`src/rtl/bridge_pkg.sv`:
```
// Shared types for the stream-to-SDRAM bridge: FSM state encoding and the
// posted-write FIFO entry layout at the default bus widths.
package bridge_pkg;

  localparam int unsigned PKG_ADDR_W     = 32;
  localparam int unsigned PKG_DATA_BYTES = 4;

  typedef enum logic [1:0] {
    IDLE,
    DRAIN,
    RD_ISSUE,
    RD_RESP
  } bridge_state_t;

  typedef struct packed {
    logic [PKG_ADDR_W-1:0]       addr;
    logic [8*PKG_DATA_BYTES-1:0] data;
    logic [PKG_DATA_BYTES-1:0]   be;
  } wr_entry_t;

endpackage

```
`src/rtl/stream_sdram_bridge_if.sv`:
```
// Avalon-MM bus bundle; one instance per side of the bridge.
interface stream_sdram_bridge_if #(
  parameter int unsigned ADDR_W     = 32,
  parameter int unsigned DATA_BYTES = 4
);

  logic [ADDR_W-1:0]       address;
  logic                    write;
  logic                    read;
  logic [8*DATA_BYTES-1:0] writedata;
  logic [DATA_BYTES-1:0]   byteenable;
  logic [8*DATA_BYTES-1:0] readdata;
  logic                    waitrequest;

  modport master (
    output address, write, read, writedata, byteenable,
    input  readdata, waitrequest
  );

  modport slave (
    input  address, write, read, writedata, byteenable,
    output readdata, waitrequest
  );

endinterface

```
`src/rtl/bridge_fifo.sv`:
```
// Synchronous FIFO for posted writes; pointers carry an extra wrap bit so
// full/empty fall out of the pointer difference.
module bridge_fifo
  import bridge_pkg::*;
#(
  parameter int unsigned DEPTH   = 8,
  parameter type         entry_t = wr_entry_t,
  localparam int unsigned AW     = $clog2(DEPTH)
) (
  input  logic   clk,
  input  logic   rst,
  input  logic   push,
  input  entry_t push_data,
  input  logic   pop,
  output entry_t head,
  output logic   full,
  output logic   empty,
  output logic [AW:0] level
);

  logic [AW:0] wr_ptr;
  logic [AW:0] rd_ptr;
  entry_t      mem [DEPTH];
  logic        push_ok;
  logic        pop_ok;

  // Full is judged before any same-cycle pop, so a full FIFO never takes a push.
  assign push_ok = push && !full;
  assign pop_ok  = pop && !empty;

  always_ff @(posedge clk or posedge rst) begin
    if (rst) begin
      wr_ptr <= '0;
      rd_ptr <= '0;
    end else begin
      if (push_ok) wr_ptr <= wr_ptr + 1'b1;
      if (pop_ok)  rd_ptr <= rd_ptr + 1'b1;
    end
  end

  always_ff @(posedge clk) begin
    if (push_ok) mem[wr_ptr[AW-1:0]] <= push_data;
  end

  assign level = wr_ptr - rd_ptr;
  assign full  = level[AW];
  assign empty = (wr_ptr == rd_ptr);
  assign head  = mem[rd_ptr[AW-1:0]];

endmodule

```
`src/rtl/stream_sdram_bridge.sv`:
```
// Host-side Avalon-MM agent that posts writes into a FIFO and replays them to
// SDRAM at BASE_ADDR; reads wait until all posted writes have drained.
module stream_sdram_bridge
  import bridge_pkg::*;
#(
  parameter int unsigned       ADDR_W     = 32,
  parameter int unsigned       DATA_BYTES = 4,
  parameter int unsigned       FIFO_DEPTH = 8,
  parameter logic [ADDR_W-1:0] BASE_ADDR  = '0
) (
  input  logic                        sys_clk,
  input  logic                        sys_rst,
  stream_sdram_bridge_if.slave        s_bus,
  stream_sdram_bridge_if.master       m_bus,
  output logic [$clog2(FIFO_DEPTH):0] fifo_level,
  output logic                        busy
);

  typedef struct packed {
    logic [ADDR_W-1:0]       addr;
    logic [8*DATA_BYTES-1:0] data;
    logic [DATA_BYTES-1:0]   be;
  } entry_t;

  bridge_state_t           state;
  logic [ADDR_W-1:0]       host_addr;
  logic [ADDR_W-1:0]       rd_addr;
  logic [8*DATA_BYTES-1:0] rdata_q;
  entry_t                  push_data;
  entry_t                  head;
  logic                    push;
  logic                    pop;
  logic                    fifo_full;
  logic                    fifo_empty;
  logic                    wr_phase;

  assign host_addr = s_bus.address + BASE_ADDR;
  assign push_data = '{addr: host_addr, data: s_bus.writedata, be: s_bus.byteenable};
  assign push      = (state == IDLE) && s_bus.write && !s_bus.read;

  bridge_fifo #(
    .DEPTH   (FIFO_DEPTH),
    .entry_t (entry_t)
  ) u_fifo (
    .clk       (sys_clk),
    .rst       (sys_rst),
    .push      (push),
    .push_data (push_data),
    .pop       (pop),
    .head      (head),
    .full      (fifo_full),
    .empty     (fifo_empty),
    .level     (fifo_level)
  );

  // Replay only outside the read-issue window so m_read and m_write never overlap.
  assign wr_phase           = (state == IDLE) || (state == DRAIN);
  assign m_bus.write        = wr_phase && !fifo_empty;
  assign m_bus.read         = (state == RD_ISSUE);
  assign m_bus.address      = (state == RD_ISSUE) ? rd_addr : head.addr;
  assign m_bus.writedata    = head.data;
  assign m_bus.byteenable   = head.be;
  assign pop                = m_bus.write && !m_bus.waitrequest;

  assign s_bus.readdata     = rdata_q;
  assign busy               = !fifo_empty || (state != IDLE);

  always_comb begin
    s_bus.waitrequest = 1'b1;
    if (!sys_rst) begin
      case (state)
        IDLE:    s_bus.waitrequest = s_bus.read ? 1'b1 : fifo_full;
        RD_RESP: s_bus.waitrequest = 1'b0;
        default: s_bus.waitrequest = 1'b1;
      endcase
    end
  end

  always_ff @(posedge sys_clk or posedge sys_rst) begin
    if (sys_rst) begin
      state   <= IDLE;
      rd_addr <= '0;
      rdata_q <= '0;
    end else begin
      case (state)
        IDLE: begin
          if (s_bus.read) begin
            rd_addr <= host_addr;
            state   <= DRAIN;
          end
        end
        DRAIN: begin
          if (fifo_empty) state <= RD_ISSUE;
        end
        RD_ISSUE: begin
          if (!m_bus.waitrequest) begin
            rdata_q <= m_bus.readdata;
            state   <= RD_RESP;
          end
        end
        RD_RESP: state <= IDLE;
        default: state <= IDLE;
      endcase
    end
  end

endmodule
```
`src/flat_wrapper.sv`:
```
// flat-port wrapper written by rule: the top's interface ports become plain ports
module stream_sdram_bridge_flat import bridge_pkg::*;
#(
  parameter int unsigned       ADDR_W     = 32,
  parameter int unsigned       DATA_BYTES = 4,
  parameter int unsigned       FIFO_DEPTH = 8,
  parameter logic [ADDR_W-1:0] BASE_ADDR  = '0
)
  (sys_clk, sys_rst, fifo_level, busy, s_bus_address, s_bus_write, s_bus_read, s_bus_writedata, s_bus_byteenable, s_bus_readdata, s_bus_waitrequest, m_bus_address, m_bus_write, m_bus_read, m_bus_writedata, m_bus_byteenable, m_bus_readdata, m_bus_waitrequest);
  stream_sdram_bridge_if #(.ADDR_W(ADDR_W), .DATA_BYTES(DATA_BYTES)) s_bus_i ();
  stream_sdram_bridge_if #(.ADDR_W(ADDR_W), .DATA_BYTES(DATA_BYTES)) m_bus_i ();
  input  logic sys_clk;
  input  logic sys_rst;
  output logic [$clog2(FIFO_DEPTH):0] fifo_level;
  output logic busy;
  input wire logic [$bits(s_bus_i.address)-1:0] s_bus_address;
  input wire logic [$bits(s_bus_i.write)-1:0] s_bus_write;
  input wire logic [$bits(s_bus_i.read)-1:0] s_bus_read;
  input wire logic [$bits(s_bus_i.writedata)-1:0] s_bus_writedata;
  input wire logic [$bits(s_bus_i.byteenable)-1:0] s_bus_byteenable;
  output wire logic [$bits(s_bus_i.readdata)-1:0] s_bus_readdata;
  output wire logic [$bits(s_bus_i.waitrequest)-1:0] s_bus_waitrequest;
  output wire logic [$bits(m_bus_i.address)-1:0] m_bus_address;
  output wire logic [$bits(m_bus_i.write)-1:0] m_bus_write;
  output wire logic [$bits(m_bus_i.read)-1:0] m_bus_read;
  output wire logic [$bits(m_bus_i.writedata)-1:0] m_bus_writedata;
  output wire logic [$bits(m_bus_i.byteenable)-1:0] m_bus_byteenable;
  input wire logic [$bits(m_bus_i.readdata)-1:0] m_bus_readdata;
  input wire logic [$bits(m_bus_i.waitrequest)-1:0] m_bus_waitrequest;
  assign s_bus_i.address = s_bus_address;
  assign s_bus_i.write = s_bus_write;
  assign s_bus_i.read = s_bus_read;
  assign s_bus_i.writedata = s_bus_writedata;
  assign s_bus_i.byteenable = s_bus_byteenable;
  assign s_bus_readdata = s_bus_i.readdata;
  assign s_bus_waitrequest = s_bus_i.waitrequest;
  assign m_bus_address = m_bus_i.address;
  assign m_bus_write = m_bus_i.write;
  assign m_bus_read = m_bus_i.read;
  assign m_bus_writedata = m_bus_i.writedata;
  assign m_bus_byteenable = m_bus_i.byteenable;
  assign m_bus_i.readdata = m_bus_readdata;
  assign m_bus_i.waitrequest = m_bus_waitrequest;
  stream_sdram_bridge #(.ADDR_W(ADDR_W), .DATA_BYTES(DATA_BYTES), .FIFO_DEPTH(FIFO_DEPTH), .BASE_ADDR(BASE_ADDR)) u_core (.sys_clk(sys_clk), .sys_rst(sys_rst), .s_bus(s_bus_i), .m_bus(m_bus_i), .fifo_level(fifo_level), .busy(busy));
endmodule
```
`config.mk`:
```
export PLATFORM = sky130hd
export DESIGN_NAME = stream_sdram_bridge_flat
export DESIGN_NICKNAME = d
export VERILOG_FILES = /design/src/rtl/bridge_pkg.sv /design/src/rtl/stream_sdram_bridge_if.sv /design/src/rtl/bridge_fifo.sv /design/src/rtl/stream_sdram_bridge.sv /design/src/flat_wrapper.sv
export SDC_FILE = /design/constraint.sdc
export NUM_CORES = 1
export LEC_CHECK = 0
export ABC_AREA = 1
export BUFFER_PORTS_ARGS = -buffer_cell sky130_fd_sc_hd__buf_2
export CORE_ASPECT_RATIO = 0.75
export CORE_MARGIN = 10
export CORE_UTILIZATION = 50
export DETAILED_ROUTE_END_ITERATION = 7
export PLACE_DENSITY = 0.71
export RECOVER_POWER = 25
export SLEW_MARGIN = 20
export SYNTH_ARGS = -nofsm -noshare
export SYNTH_HDL_FRONTEND = slang
export SYNTH_SLANG_ARGS = --single-unit
```
`constraint.sdc`:
```
create_clock -name sys_clk -period 5.5 [get_ports sys_clk]
set_input_delay 1.1 -clock sys_clk [delete_from_list [all_inputs] [get_ports sys_clk]]
set_output_delay 1.1 -clock sys_clk [all_outputs]
set_load 0.05 [all_outputs]
```
==> results.py <==
metrics = {
    "clock_tree": {
        "numCtsBuffers": 60,
        "htreeDepth": 2,
        "ctsResizeCount": 0,
        "cts-root-buf": "clkbuf_16",
        "cts_tree": "yes",
        "cts.sinks": 618,
        "clock_latency_ns": 0.62,
        "clkTransAtPathRegs_ns": 0.06,
        "postCtsSetupRepairBufs": 0,
        "cts_buffer_depth": 3,
        "cts_hold_buf": 0,
    },
    "drt": {
        "route.met3.wl_mm": 4.50,
        "routed-via-count": 15600,
        "wl_met2_mm": 27.9,
        "dr.pass1.iters": 5,
        "postRouteAntennaNets": 0,
        "wire_per_inst_um": 20.5,
        "drt_wl_total_mm": 58.7,
        "wl_met1_mm": 25.4,
        "avgViaCountPerCell": 5.43,
        "drcViolationCount": 0,
        "highest_layer": "met4",
        "drt_first_iter_violations": 1443,
    },
    "sta": {
        "rsz0062_at_grt": "false",
        "hold_violations": 0,
        "finalCriticalPeriod_ns": 4.61,
        "finClkSkew_ns": 0.0189,
        "max_freq_mhz": 217,
        "relSlewSlack_pct": 28.3,
        "final.setup.tns_ns": 0,
        "worst_pin_slew_ns": 1.08,
        "fin_crit_sh_pct": 83.8,
        "final-max-slew-violation-count": 0,
        "setup_violations": 0,
    },
    "yosys": {
        "synth_top_family_by_area": "simple AND/OR/NAND/NOR gates",
        "synth_compound_area_share_pct": 6.64,
        "syn_nets": 2082,
        "synth-xor-area-share_pct": 0.178,
        "synth_top_cell_area_share_pct": 66.3,
        "synth_mux_area_share_pct": 2.93,
        "synthSimpleGateAreaFrac_pct": 12.9,
        "synth_ff_type": "edfxtp_1",
        "synth_area_leaders": "edfxtp_1 (66%), dfrtp_1 (7.5%), nand2_1 (6.0%), nor2_1 (5.0%), o21ai_0 (4.1%)",
        "ys_types": 27,
        "yosys.area_share.adder_pct": 0.539,
        "ys_seq_area_share_pct": 73.9,
        "yosysWarningCount": 0,
        "syn_inst": 1967,
        "syn_avg_cell_area_um2": 12.5,
        "netlist_area_um2": 24600,
        "synthArstFlopShare_pct": 12.0,
        "synth_area_leader_cell": "edfxtp_1",
        "synth-seq-cells": 618,
        "synth-edff-count": 544,
    },
    "critical_path": {
        "critPathKind": "reg2out",
        "cp-start-kind": "flip-flop",
        "r2r.worst_path.cells": 9,
        "critPathRequiredTime_ns": 4.40,
        "path_max_fanout": 109,
        "critPathCaptureType": "output port",
        "cp.arrival_ns": 3.51,
    },
    "placement": {
        "hpwl_mm": 31.9,
        "port_buffers": 212,
        "gp_congestion": 0.760,
    },
    "global_route": {
        "grt_pass1_wl_mm": 89.7,
        "grt_max_degree": 146,
        "track_usage_pct": 19.5,
        "grt_pass1_vias": 15500,
        "antenna_found_initial": 3,
        "grt.overflow.total": 0,
    },
    "status": {
        "status": "finished, final reports clean",
    },
    "worst_hold_path": {
        "holdPathStages": 1,
        "hold_path.class": "reg2reg",
    },
    "floorplan": {
        "rows": 70,
        "coreArea_um2": 48700,
        "dieHeight_um": 212,
        "die_w_um": 276,
        "start_util_pct": 50.6,
        "pin_count": 213,
        "dieArea_um2": 58600,
    },
    "finish": {
        "multi_input_comb_area_um2": 5780,
        "syn_to_final_growth_pct": 15.3,
        "fillers": 3901,
        "finalNetCount": 2273,
        "regArea_um2": 18200,
        "drive_gt1_share_pct": 16.7,
    },
    "pwr": {
        "ir_worst_vdd_mv": 0.635,
        "p_leak_nw": 10.4,
        "power.density_nw_per_um2": 597,
        "p_total_mw": 16.9,
    },
    "flow_run": {
        "maxCapViolations": 0,
    },
}
cell usage in the layout, fill, tap and decap left out, types with 2 or more instances in the layout:
| cell type | Yosys | final |
|---|---|---|
| clkbuf_8 | 0 | 2 |
| clkbuf_1 | 44 | 55 |
| clkinv_1 | 0 | 15 |
| xor2_1 | 4 | 4 |
| nor2_1 | 329 | 321 |
| mux2_2 | 64 | 64 |
| o21ai_1 | 13 | 13 |
| edfxtp_1 | 544 | 544 |
| buf_12 | 0 | 11 |
| a21oi_1 | 34 | 34 |
| clkinvlp_4 | 0 | 3 |
| bufinv_16 | 0 | 11 |
| inv_1 | 31 | 30 |
| dfrtp_4 | 0 | 2 |
| buf_4 | 14 | 19 |
| o211ai_1 | 13 | 13 |
| inv_2 | 2 | 2 |
| o21ai_0 | 201 | 201 |
| nand3_1 | 92 | 92 |
| nand2_2 | 1 | 2 |
| dfrtp_1 | 74 | 72 |
| diode_2 | 0 | 4 |
| nand2_1 | 391 | 390 |
| nor2_4 | 1 | 9 |
| ha_1 | 9 | 9 |
| o22ai_1 | 46 | 46 |
| buf_2 | 44 | 165 |
| clkbuf_16 | 0 | 62 |
| clkinv_2 | 0 | 12 |
worst max-delay path, stage by stage (launching register included):
cell and delay [ns]:
dfrtp_4 0.73, inv_6 0.62, buf_4 0.54, nor2_1 0.07
nor2_1 0.08, o21ai_0 0.09, nand3_1 0.11, nand2_1 0.13
nand2_1 0.09, buf_2 0.27
per-layer routing:
metal	up-vias	track usage [%]
met1	7608	26.7
li1	7313	-
met3	63	4.00
met5	-	0
met2	569	31.4
met4	0	4.95
through the flow:
stage / std cells / hold WS [ns] / cell area, um2 / setup slack (ns) / utilization, %
3_5_place_dp: 2744 / 0.487 / 26300 / 1.48 / 54.1
5_1_grt: 2859 / 0.510 / 28400 / 0.645 / 58.3
2_1_floorplan: 1967 / 0.479 / 24600 / 0.333 / -
4_1_cts: 2858 / 0.502 / 28400 / 0.828 / 58.4
6_report: 2862 / 0.500 / 28400 / 0.890 / 58.3
3_3_place_gp: 2744 / 0.482 / 26300 / 1.53 / 54.1
Yosys cell counts (2+ instances only):
| cell | instances |
|---|---|
| o21ai_1 | 13 |
| nand3_1 | 92 |
| xor2_1 | 4 |
| nand2_1 | 391 |
| buf_1 | 4 |
| clkbuf_1 | 44 |
| edfxtp_1 | 544 |
| nor2_1 | 329 |
| o22ai_1 | 46 |
| mux2_2 | 64 |
| ha_1 | 9 |
| a21oi_1 | 34 |
| o211ai_1 | 13 |
| buf_2 | 44 |
| dfrtp_1 | 74 |
| buf_4 | 14 |
| inv_1 | 31 |
| o21ai_0 | 201 |
| buf_6 | 7 |
| inv_2 | 2 |
logic make-up (layout without fill, tap and decap cells):
| logic type | after synthesis | after routing |
|---|---|---|
| compound gates | 308 | 308 |
| xor+xnor | 5 | 5 |
| fa+ha+maj | 10 | 10 |
| buf+inv | 147 | 390 |
| flops | 618 | 618 |
| mux | 64 | 64 |
| other cells | 0 | 4 |
| simple gates | 815 | 815 |
report_power, final:
part / switching, mW / internal, mW
logic: 5.17 / 1.67
registers: 0.305 / 5.49
clock network: 1.72 / 2.59
total: 7.19 / 9.75
path summary, 6_finish.rpt:
kind | end | start | slack (ns)
setup / recovery | m_bus_address[2] | u_core.u_fifo.rd_ptr[0] | 0.89
hold / removal | u_core.s_bus.readdata[27] | u_core.s_bus.readdata[27] | 0.50
setup reg to reg | u_core.u_fifo.mem[1][60] | u_core.u_fifo.rd_ptr[2] | 1.46
hold reg to reg | u_core.s_bus.readdata[27] | u_core.s_bus.readdata[27] | 0.50
max in group asynchronous | u_core.u_fifo.rd_ptr[0] | sys_rst | 3.83
min in group asynchronous | u_core.s_bus.readdata[23] | sys_rst | 0.66
state kept, by name, summed over array words and instances (netlist names):
name                   count
u_core.u_fifo.mem        544
u_core.rd_addr            32
u_core.s_bus.readdata     32
u_core.u_fifo.rd_ptr       4
u_core.u_fifo.wr_ptr       4
u_core.state               2
final cells by class:
type,count,area share (%)
Antenna cell,4,0.0353
Clock buffer,72,5.67
Timing Repair Buffer,242,4.81
Multi-Input combinational cell,1202,20.4
Sequential cell,618,64.1
Clock inverter,42,1.72
Tap cell,648,2.86
Inverter,34,0.472
Power figures use the tool's default switching activity.
